### src/rtl/mem_port_arb.sv
// Two-requester memory port arbiter: round-robin with sticky grants on stall,
// plus an in-order owner queue that steers each memory response to its requester.
module mem_port_arb #(
    parameter int  C_BUS_SZX = 5,
    parameter int  C_OUTST_X = 2,
    localparam int C_BUS_SZ  = 2**C_BUS_SZX
) (
    input  logic                  clk_i,
    input  logic                  reset_i,

    output logic                  ireqready_o,
    input  logic                  ireqvalid_i,
    input  logic [1:0]            ireqhpl_i,
    input  logic [C_BUS_SZ-1:0]   ireqaddr_i,
    output logic                  irspvalid_o,
    output logic                  irsprerr_o,
    output logic [C_BUS_SZ-1:0]   irspdata_o,

    output logic                  dreqready_o,
    input  logic                  dreqvalid_i,
    input  logic [1:0]            dreqhpl_i,
    input  logic [C_BUS_SZ-1:0]   dreqaddr_i,
    input  logic                  dreqwe_i,
    input  logic [C_BUS_SZ/8-1:0] dreqbe_i,
    input  logic [C_BUS_SZ-1:0]   dreqdata_i,
    output logic                  drspvalid_o,
    output logic                  drsprerr_o,
    output logic [C_BUS_SZ-1:0]   drspdata_o,

    input  logic                  mreqready_i,
    output logic                  mreqvalid_o,
    output logic [1:0]            mreqhpl_o,
    output logic [C_BUS_SZ-1:0]   mreqaddr_o,
    output logic                  mreqwe_o,
    output logic [C_BUS_SZ/8-1:0] mreqbe_o,
    output logic [C_BUS_SZ-1:0]   mreqdata_o,
    input  logic                  mrspvalid_i,
    input  logic                  mrsprerr_i,
    input  logic [C_BUS_SZ-1:0]   mrspdata_i,
    output logic                  mrspready_o,

    output logic [C_OUTST_X:0]    outst_o,
    output logic                  rsp_orphan_o
);

    localparam int                 DEPTH     = 2**C_OUTST_X;
    localparam logic [C_OUTST_X:0] DEPTH_CNT = (C_OUTST_X+1)'(DEPTH);

    localparam logic [1:0] ST_IDLE   = 2'd0;
    localparam logic [1:0] ST_HOLD_I = 2'd1;
    localparam logic [1:0] ST_HOLD_D = 2'd2;

    localparam logic OWN_I = 1'b0;
    localparam logic OWN_D = 1'b1;

    logic [1:0]            state_q;
    logic [1:0]            state_d;
    logic                  last_q;
    logic [C_OUTST_X:0]    outst_q;
    logic [C_OUTST_X:0]    outst_d;
    logic [C_OUTST_X-1:0]  wr_ptr_q;
    logic [C_OUTST_X-1:0]  rd_ptr_q;
    logic                  owner_q [DEPTH];
    logic                  orphan_q;

    logic                  full;
    logic                  empty;
    logic                  gnt_i;
    logic                  gnt_d;
    logic                  req_valid;
    logic                  push;
    logic                  pop;
    logic                  orphan_set;
    logic                  head_owner;

    assign full  = (outst_q == DEPTH_CNT);
    assign empty = (outst_q == '0);

    // Grant selection. Both valid in IDLE: the requester that did not win last.
    always_comb begin
        gnt_i = 1'b0;
        gnt_d = 1'b0;
        unique case (state_q)
            ST_HOLD_I: gnt_i = 1'b1;
            ST_HOLD_D: gnt_d = 1'b1;
            default: begin
                if (!full) begin
                    gnt_i = ireqvalid_i && (!dreqvalid_i || last_q == OWN_D);
                    gnt_d = dreqvalid_i && (!ireqvalid_i || last_q == OWN_I);
                end
            end
        endcase
    end

    assign req_valid   = (gnt_i || gnt_d) && !reset_i;
    assign push        = req_valid && mreqready_i;
    assign mreqvalid_o = req_valid;
    assign ireqready_o = push && gnt_i;
    assign dreqready_o = push && gnt_d;

    assign mreqhpl_o  = gnt_d ? dreqhpl_i  : ireqhpl_i;
    assign mreqaddr_o = gnt_d ? dreqaddr_i : ireqaddr_i;
    assign mreqwe_o   = gnt_d ? dreqwe_i   : 1'b0;
    assign mreqbe_o   = gnt_d ? dreqbe_i   : '1;
    assign mreqdata_o = gnt_d ? dreqdata_i : '0;

    // Responses always route by the head as it stood before any same-cycle push.
    assign head_owner  = owner_q[rd_ptr_q];
    assign pop         = mrspvalid_i && !empty && !reset_i;
    assign orphan_set  = mrspvalid_i && empty && !reset_i;
    assign mrspready_o = mrspvalid_i && !reset_i;

    assign irspvalid_o = pop && (head_owner == OWN_I);
    assign drspvalid_o = pop && (head_owner == OWN_D);
    assign irsprerr_o  = mrsprerr_i;
    assign drsprerr_o  = mrsprerr_i;
    assign irspdata_o  = mrspdata_i;
    assign drspdata_o  = mrspdata_i;

    assign outst_o      = outst_q;
    assign rsp_orphan_o = orphan_q && !reset_i;

    always_comb begin
        state_d = state_q;
        if (req_valid) begin
            if (mreqready_i) begin
                state_d = ST_IDLE;
            end else begin
                state_d = gnt_d ? ST_HOLD_D : ST_HOLD_I;
            end
        end
    end

    assign outst_d = outst_q + (C_OUTST_X+1)'(push) - (C_OUTST_X+1)'(pop);

    // NOTE: sequential state uses non-blocking assignments so every register samples pre-edge values.
    always_ff @(posedge clk_i) begin
        if (reset_i) begin
            state_q  <= ST_IDLE;
            last_q   <= OWN_D;
            outst_q  <= '0;
            wr_ptr_q <= '0;
            rd_ptr_q <= '0;
            orphan_q <= 1'b0;
        end else begin
            state_q  <= state_d;
            outst_q  <= outst_d;
            if (push) begin
                last_q   <= gnt_d;
                wr_ptr_q <= wr_ptr_q + 1'b1;
            end
            if (pop) begin
                rd_ptr_q <= rd_ptr_q + 1'b1;
            end
            if (orphan_set) begin
                orphan_q <= 1'b1;
            end
        end
    end

    // NOTE: the owner storage has no reset; entries are only read between matching pointers, which are reset.
    always_ff @(posedge clk_i) begin
        if (push) begin
            owner_q[wr_ptr_q] <= gnt_d;
        end
    end

endmodule

### config.mk
export PLATFORM = sky130hd
export DESIGN_NAME = mem_port_arb
export DESIGN_NICKNAME = d
export VERILOG_FILES = /design/src/rtl/mem_port_arb.sv
export SDC_FILE = /design/constraint.sdc
export NUM_CORES = 1
export LEC_CHECK = 0
export ABC_AREA = 1
export CELL_PAD_IN_SITES_DETAIL_PLACEMENT = 1
export CELL_PAD_IN_SITES_GLOBAL_PLACEMENT = 2
export CORE_MARGIN = 10
export CORE_UTILIZATION = 10
export DETAILED_ROUTE_END_ITERATION = 8
export GPL_ROUTABILITY_DRIVEN = 0
export PLACE_DENSITY = 0.91
export SLEW_MARGIN = 15
export SYNTH_ARGS = -nofsm -noshare
export SYNTH_HDL_FRONTEND = slang
export SYNTH_SLANG_ARGS = --single-unit
### constraint.sdc
create_clock -name clk_i -period 3.2 [get_ports clk_i]
set_clock_uncertainty 0.1 [all_clocks]
set_input_delay 0.64 -clock clk_i [delete_from_list [all_inputs] [get_ports clk_i]]
set_output_delay 0.64 -clock clk_i [all_outputs]
set_load 0.1 [all_outputs]
==> flow_metrics.tcl, run 1 <==
set metrics [dict create \
    slowest_delay_ps 470 \
    grt_use_met3_pct 3.37 \
    root_buffer "clkbuf_16" \
    grt_pass1_wl_mm 15.8 \
    p_per_area_nw_per_um2 717 \
    p_sw_mw 2.09 \
    grt_pass1_vias 2742 \
    hold_viol_final 0 \
    power_frac_seq_pct 8.7 \
    drt_first_pass_iters 3 \
    busiest_layer "met2" \
    synth.distinct_cells 25 \
    die_w_um 168 \
    netSwitchingFraction_pct 59.9 \
    syn2layout_area_growth_pct 123 \
    grt_use_total_pct 7.02 \
    final_cell_mix "nand2_1 (121), clkdlybuf4s50_1 (110), buf_12 (80)" \
    num-fill-cells 2512 \
    ys_ff_latch 17 \
    clkLatencyLatePin_ps 260 \
    start_util_pct 10.3 \
    h-tree-depth 1 \
    reg2reg_slack_ps 450 \
    fin_area_um2 4870 \
    grt_max_degree 52 \
    p_comb_share_pct 83.8 \
    irDropWorstVdd_mv 0.322 \
    overflow 0 \
    post_route_cells_drive_above_1_share_pct 27.8 \
    hold_depth 2 \
    netlist_instances 372 \
    cts_tree "done" \
    drt-initial-drc-count 55 \
    yosysSeqAreaShare_pct 17.4 \
    portBuffers 191 \
    period_needed_ps 3030 \
    async_flop_share_pct 0 \
    internal_power_mw 1.40 \
    via_per_inst 3.23 \
    r2r_cells 15 \
    cts_buffers 3 \
    antenna_found_initial 0 \
    placed_cell_area_um2 4780 \
    worstMarginPinSlew_ps 417 \
    worstPathMaxFanout 51 \
    p_leak_nw 2.21 \
    final_common_cell "nand2_1" \
    chipHeight_um 168 \
    wl_per_cell_um 13.7 \
    num_vias 2490 \
    ctsHoldBuffers 0 \
    num_rows 53 \
    relSlewSlack_pct 72.1 \
    grt_use_met2_pct 12.9 \
    cts-resized-gates 0 \
    antennaDiodeCount 0 \
    drc 0 \
    cts_num_sinks 17 \
    cp-start-kind "primary input" \
    fp.coreArea_um2 21200 \
    synth_nets 525 \
    synth-edff-count 4 \
    boundaryPins 291 \
    worstReg2RegStart "state_q[0]" \
    drt.antenna.violating_nets 0 \
    fin_nets 650 \
    p_clk_share_pct 7.5 \
    slew_violations 0 \
    clock.fmax_mhz 330 \
    max_cap_viol_count 0 \
    crit_type "in2out" \
    worstReg2RegEnd "outst_o[2]" \
    required_ps 2460 \
    synth.avg_cell_area_um2 5.87 \
    routed_wl_mm 10.5 \
    postCtsSetupRepairBufs 0 \
    crit_slowest_cell "clkdlybuf4s50_1" \
    fin_crit_sh_pct 94.6 \
    worstHoldEndpoint "rd_ptr_q[1]" \
    cts_buffer_depth 2 \
    hold_path.startpoint "rd_ptr_q[1]" \
    cp.arrival_ps 2290 \
    ys_warn_count 0 \
    cp_cell_sequence "clkdlybuf4s50_1 > nand2_1 > nor2_1 > a21oi_4 > buf_12 > buf_4 > nor2_1 > buf_12" \
    setup_viol 0 \
    cp-end-kind "output pin" \
    grt_setup_unrepaired "no" \
    grtUsageMet1_pct 6.63 \
    hp-class "reg2reg" \
    power_mw 3.49 \
    synth_area_um2 2180 \
    dieArea_um2 28100 \
    hpwl_mm 9.35 \
    outcome "completed" \
    path_clk_slew_ps 60 \
    synth-main-ff-cell "dfxtp_1" \
]
## layer usage
metal	routed length [um]	up-vias
met5	0	-
met3	1180	28
met1	3510	1095
li1	-	1258
met4	251	0
met2	5600	109
## worst max-delay path by stage
| stage | to | start |
|---|---|---|
| global placement | outst_o[2] | dreqvalid_i |
| finish | mreqwe_o | dreqvalid_i |
| detailed placement | outst_o[2] | dreqvalid_i |
| floorplan | mreqdata_o[0] | outst_o[0] |
| CTS | mreqaddr_o[20] | ireqvalid_i |
| global route | mreqwe_o | dreqvalid_i |
## synthesized netlist by cell type (4+ instances only)
cell type,number,area [um^2]
nand2_1,121,454
buf_4,71,533
inv_1,63,236
nor2_1,51,191
dfxtp_1,13,260
a21oi_1,8,40.0
ha_1,8,100
buf_6,5,56.3
edfxtp_1,4,120
nand3_1,4,20.0
o21ai_0,4,20.0
or2_2,4,25.0
## final cells by class
class,instances,area [um^2],area share [%]
Clock buffer,3,75.1,1.54
Clock inverter,1,7.51,0.154
Tap cell,275,344,7.07
Sequential cell,17,382,7.84
Inverter,65,244,5.01
Timing Repair Buffer,199,2770,56.9
Multi-Input combinational cell,211,1040,21.4
## worst max-delay path, delay by kind of cell
family,cells,cell delay (ps)
compound gates,1,110
buf+inv,4,1060
simple gates,3,390
## power by group through the flow
stage / Combinational (mW) / Clock (mW) / Sequential [mW]
floorplan: 2.12 / 0 / 0.394
global placement: 2.94 / 0 / 0.304
detailed placement: 2.96 / 0 / 0.307
CTS: 2.97 / 0.267 / 0.303
global route: 3.05 / 0.278 / 0.309
finish: 2.92 / 0.261 / 0.302
## cells by family (layout without fill, tap and decap cells)
| family | count (synthesis) | in the layout | synth area share [%] |
|---|---|---|---|
| fa+ha+maj | 9 | 9 | 5.50 |
| flops | 17 | 17 | 17.4 |
| xor+xnor | 1 | 1 | 0.401 |
| buf+inv | 144 | 268 | 38.9 |
| compound gates | 15 | 15 | 3.78 |
| simple gates | 186 | 186 | 34.0 |
## stage by stage
step,worst slack (ps),hold WS (ps),instances,setup TNS [ps],util (%)
floorplan,-360,336,372,-1080,-
global placement,160,350,767,0,22.5
detailed placement,54.0,362,767,0,22.5
CTS,145,372,771,0,22.9
global route,72.9,402,771,0,22.9
finish,174,372,771,0,22.9
No activity file was read; power rests on OpenSTA's default activity.
==> inputs of run 2 (changes only) <==
Settings changed: CORE_UTILIZATION 10 to 25, DONT_BUFFER_PORTS from default to 1, PLACE_DENSITY 0.91 to 0.88.
==> run 2 against run 1 <==
Effect of this change:
- clock power shrank 33%
- final area shrank 36%
- setup slack lost 9.4 ps
- sequential share of layout area grew 4.4 points
- largest power group unchanged
- via count shrank 15%
- clock-buffer cell count grew 1
==> flow_metrics.tcl, run 2 (synthesis results as in run 1) <==
set metrics [dict create \
    grt_pass1_wl_mm 13.1 \
    chipHeight_um 113 \
    wl_per_cell_um 18.4 \
    num_vias 2127 \
    fin_nets 534 \
    portBuffers 0 \
    drt.antenna.violating_nets 0 \
    p_per_area_nw_per_um2 986 \
    fp.coreArea_um2 8590 \
    fin_cells 488 \
    syn2layout_area_growth_pct 42.7 \
    drt-initial-drc-count 100 \
    final_cell_mix "nand2_1 (121), inv_1 (63), buf_12 (50)" \
    period_needed_ps 3040 \
    seqCellArea_um2 382 \
    start_util_pct 25.4 \
    dieArea_um2 12900 \
    cts-resized-gates 0 \
    routed_wl_mm 8.96 \
    worstPathMaxFanout 71 \
    placed_cells 484 \
    hold_path.startpoint "reset_i" \
    power_mw 3.07 \
    cts_buffers 3 \
    max_cap_viol_count 0 \
    cp.arrival_ps 2300 \
    multi_input_area_um2 1060 \
    crit_type "reg2out" \
    cts_num_sinks 17 \
    worstMarginPinSlew_ps 389 \
    postCtsSetupRepairBufs 0 \
    h-tree-depth 1 \
    ctsHoldBuffers 0 \
    clkLatencyLatePin_ps 270 \
    relSlewSlack_pct 73.9 \
    worstReg2RegStart "state_q[0]" \
    irDropWorstVdd_mv 0.460 \
    grt_use_total_pct 12.5 \
    via_per_inst 4.36 \
    clock.fmax_mhz 329 \
    post_route_cells_drive_above_1_share_pct 35.8 \
    final_common_cell "nand2_1" \
    required_ps 2460 \
    cts_buffer_depth 2 \
    setup_viol 0 \
    grt_max_degree 72 \
    path_clk_slew_ps 80 \
    drt_first_pass_iters 4 \
    boundaryPins 291 \
    drc 0 \
    num_rows 34 \
    antennaDiodeCount 0 \
    root_buffer "clkbuf_8" \
    critPathLaunch "state_q[0]" \
    overflow 0 \
    hold_viol_final 0 \
    cp-end-kind "output pin" \
    grt_setup_unrepaired "no" \
    hpwl_mm 8.01 \
    grt_pass1_vias 2403 \
    slew_violations 0 \
    cp-start-kind "flop" \
    p_leak_nw 1.65 \
    num-fill-cells 1061 \
    outcome "completed" \
    cts_tree "done" \
    hp-class "in2reg" \
    antenna_found_initial 0 \
    die_w_um 113 \
    fin_crit_sh_pct 94.9 \
]
## run 2: cell count changes in the layout (fill, tap and decap cells not counted)
cell	before	now
inv_2	2	1
nor2_1	18	13
buf_4	9	33
clkinvlp_4	1	0
clkbuf_1	0	1
inv_4	0	1
clkbuf_8	0	3
buf_12	80	50
nor2_2	34	39
clkbuf_16	3	0
clkdlybuf4s50_1	110	0
## run 2: worst paths after layout
path,depth (start not counted),slack (ps),end
setup / recovery,9,160,mreqaddr_o[4]
hold / removal,1,330,outst_o[1]
setup reg to reg,15,380,outst_o[2]
hold reg to reg,2,370,flop
## run 2: area by class of cell
| class | count | area share [%] |
|---|---|---|
| repair buffers | 83 | 40.1 |
| multi-input cells | 211 | 33.9 |
| flip-flops and latches | 17 | 12.3 |
| inverters | 65 | 7.92 |
| well taps | 108 | 4.34 |
| clock buffers | 4 | 1.45 |
## run 2: per-layer routing
layer / vias to the layer above / routed length, um / GRT usage [%]
met2: 120 / 4810 / 23.7
li1: 1025 / - / -
met3: 17 / 1050 / 5.93
met5: - / 0 / 0
met4: 0 / 135 / 3.89
met1: 965 / 2960 / 11.4
## run 2: worst max-delay path: stages, from the launching register on
cell and delay (ps):
dfxtp_1 350, inv_1 60, ha_1 340, nand2_1 100
nor2_1 70, a21oi_4 270, buf_12 360, nand2_1 120
nand2_1 130, buf_12 180
## run 2: power breakdown
group / total, mW / internal, mW / switching (mW)
sequential: 0.297 / 0.262 / 0.0354
clock: 0.175 / 0.0889 / 0.0856
combinational: 2.60 / 0.706 / 1.89
total: 3.07 / 1.06 / 2.01
## run 2: metrics by stage
| stage | hold slack (ps) | util, % | worst slack [ps] | instance area, um^2 | TNS (ps) |
|---|---|---|---|---|---|
| 2_1_floorplan | 336 | - | -360 | 2270 | -1080 |
| 3_3_place_gp | 354 | 35.7 | 570 | 3070 | 0 |
| 3_5_place_dp | 371 | 35.7 | 363 | 3070 | 0 |
| 4_1_cts | 327 | 36.2 | 148 | 3110 | 0 |
| 6_report | 326 | 36.2 | 164 | 3110 | 0 |
| 5_1_grt | 342 | 36.2 | 6.83 | 3110 | 0 |
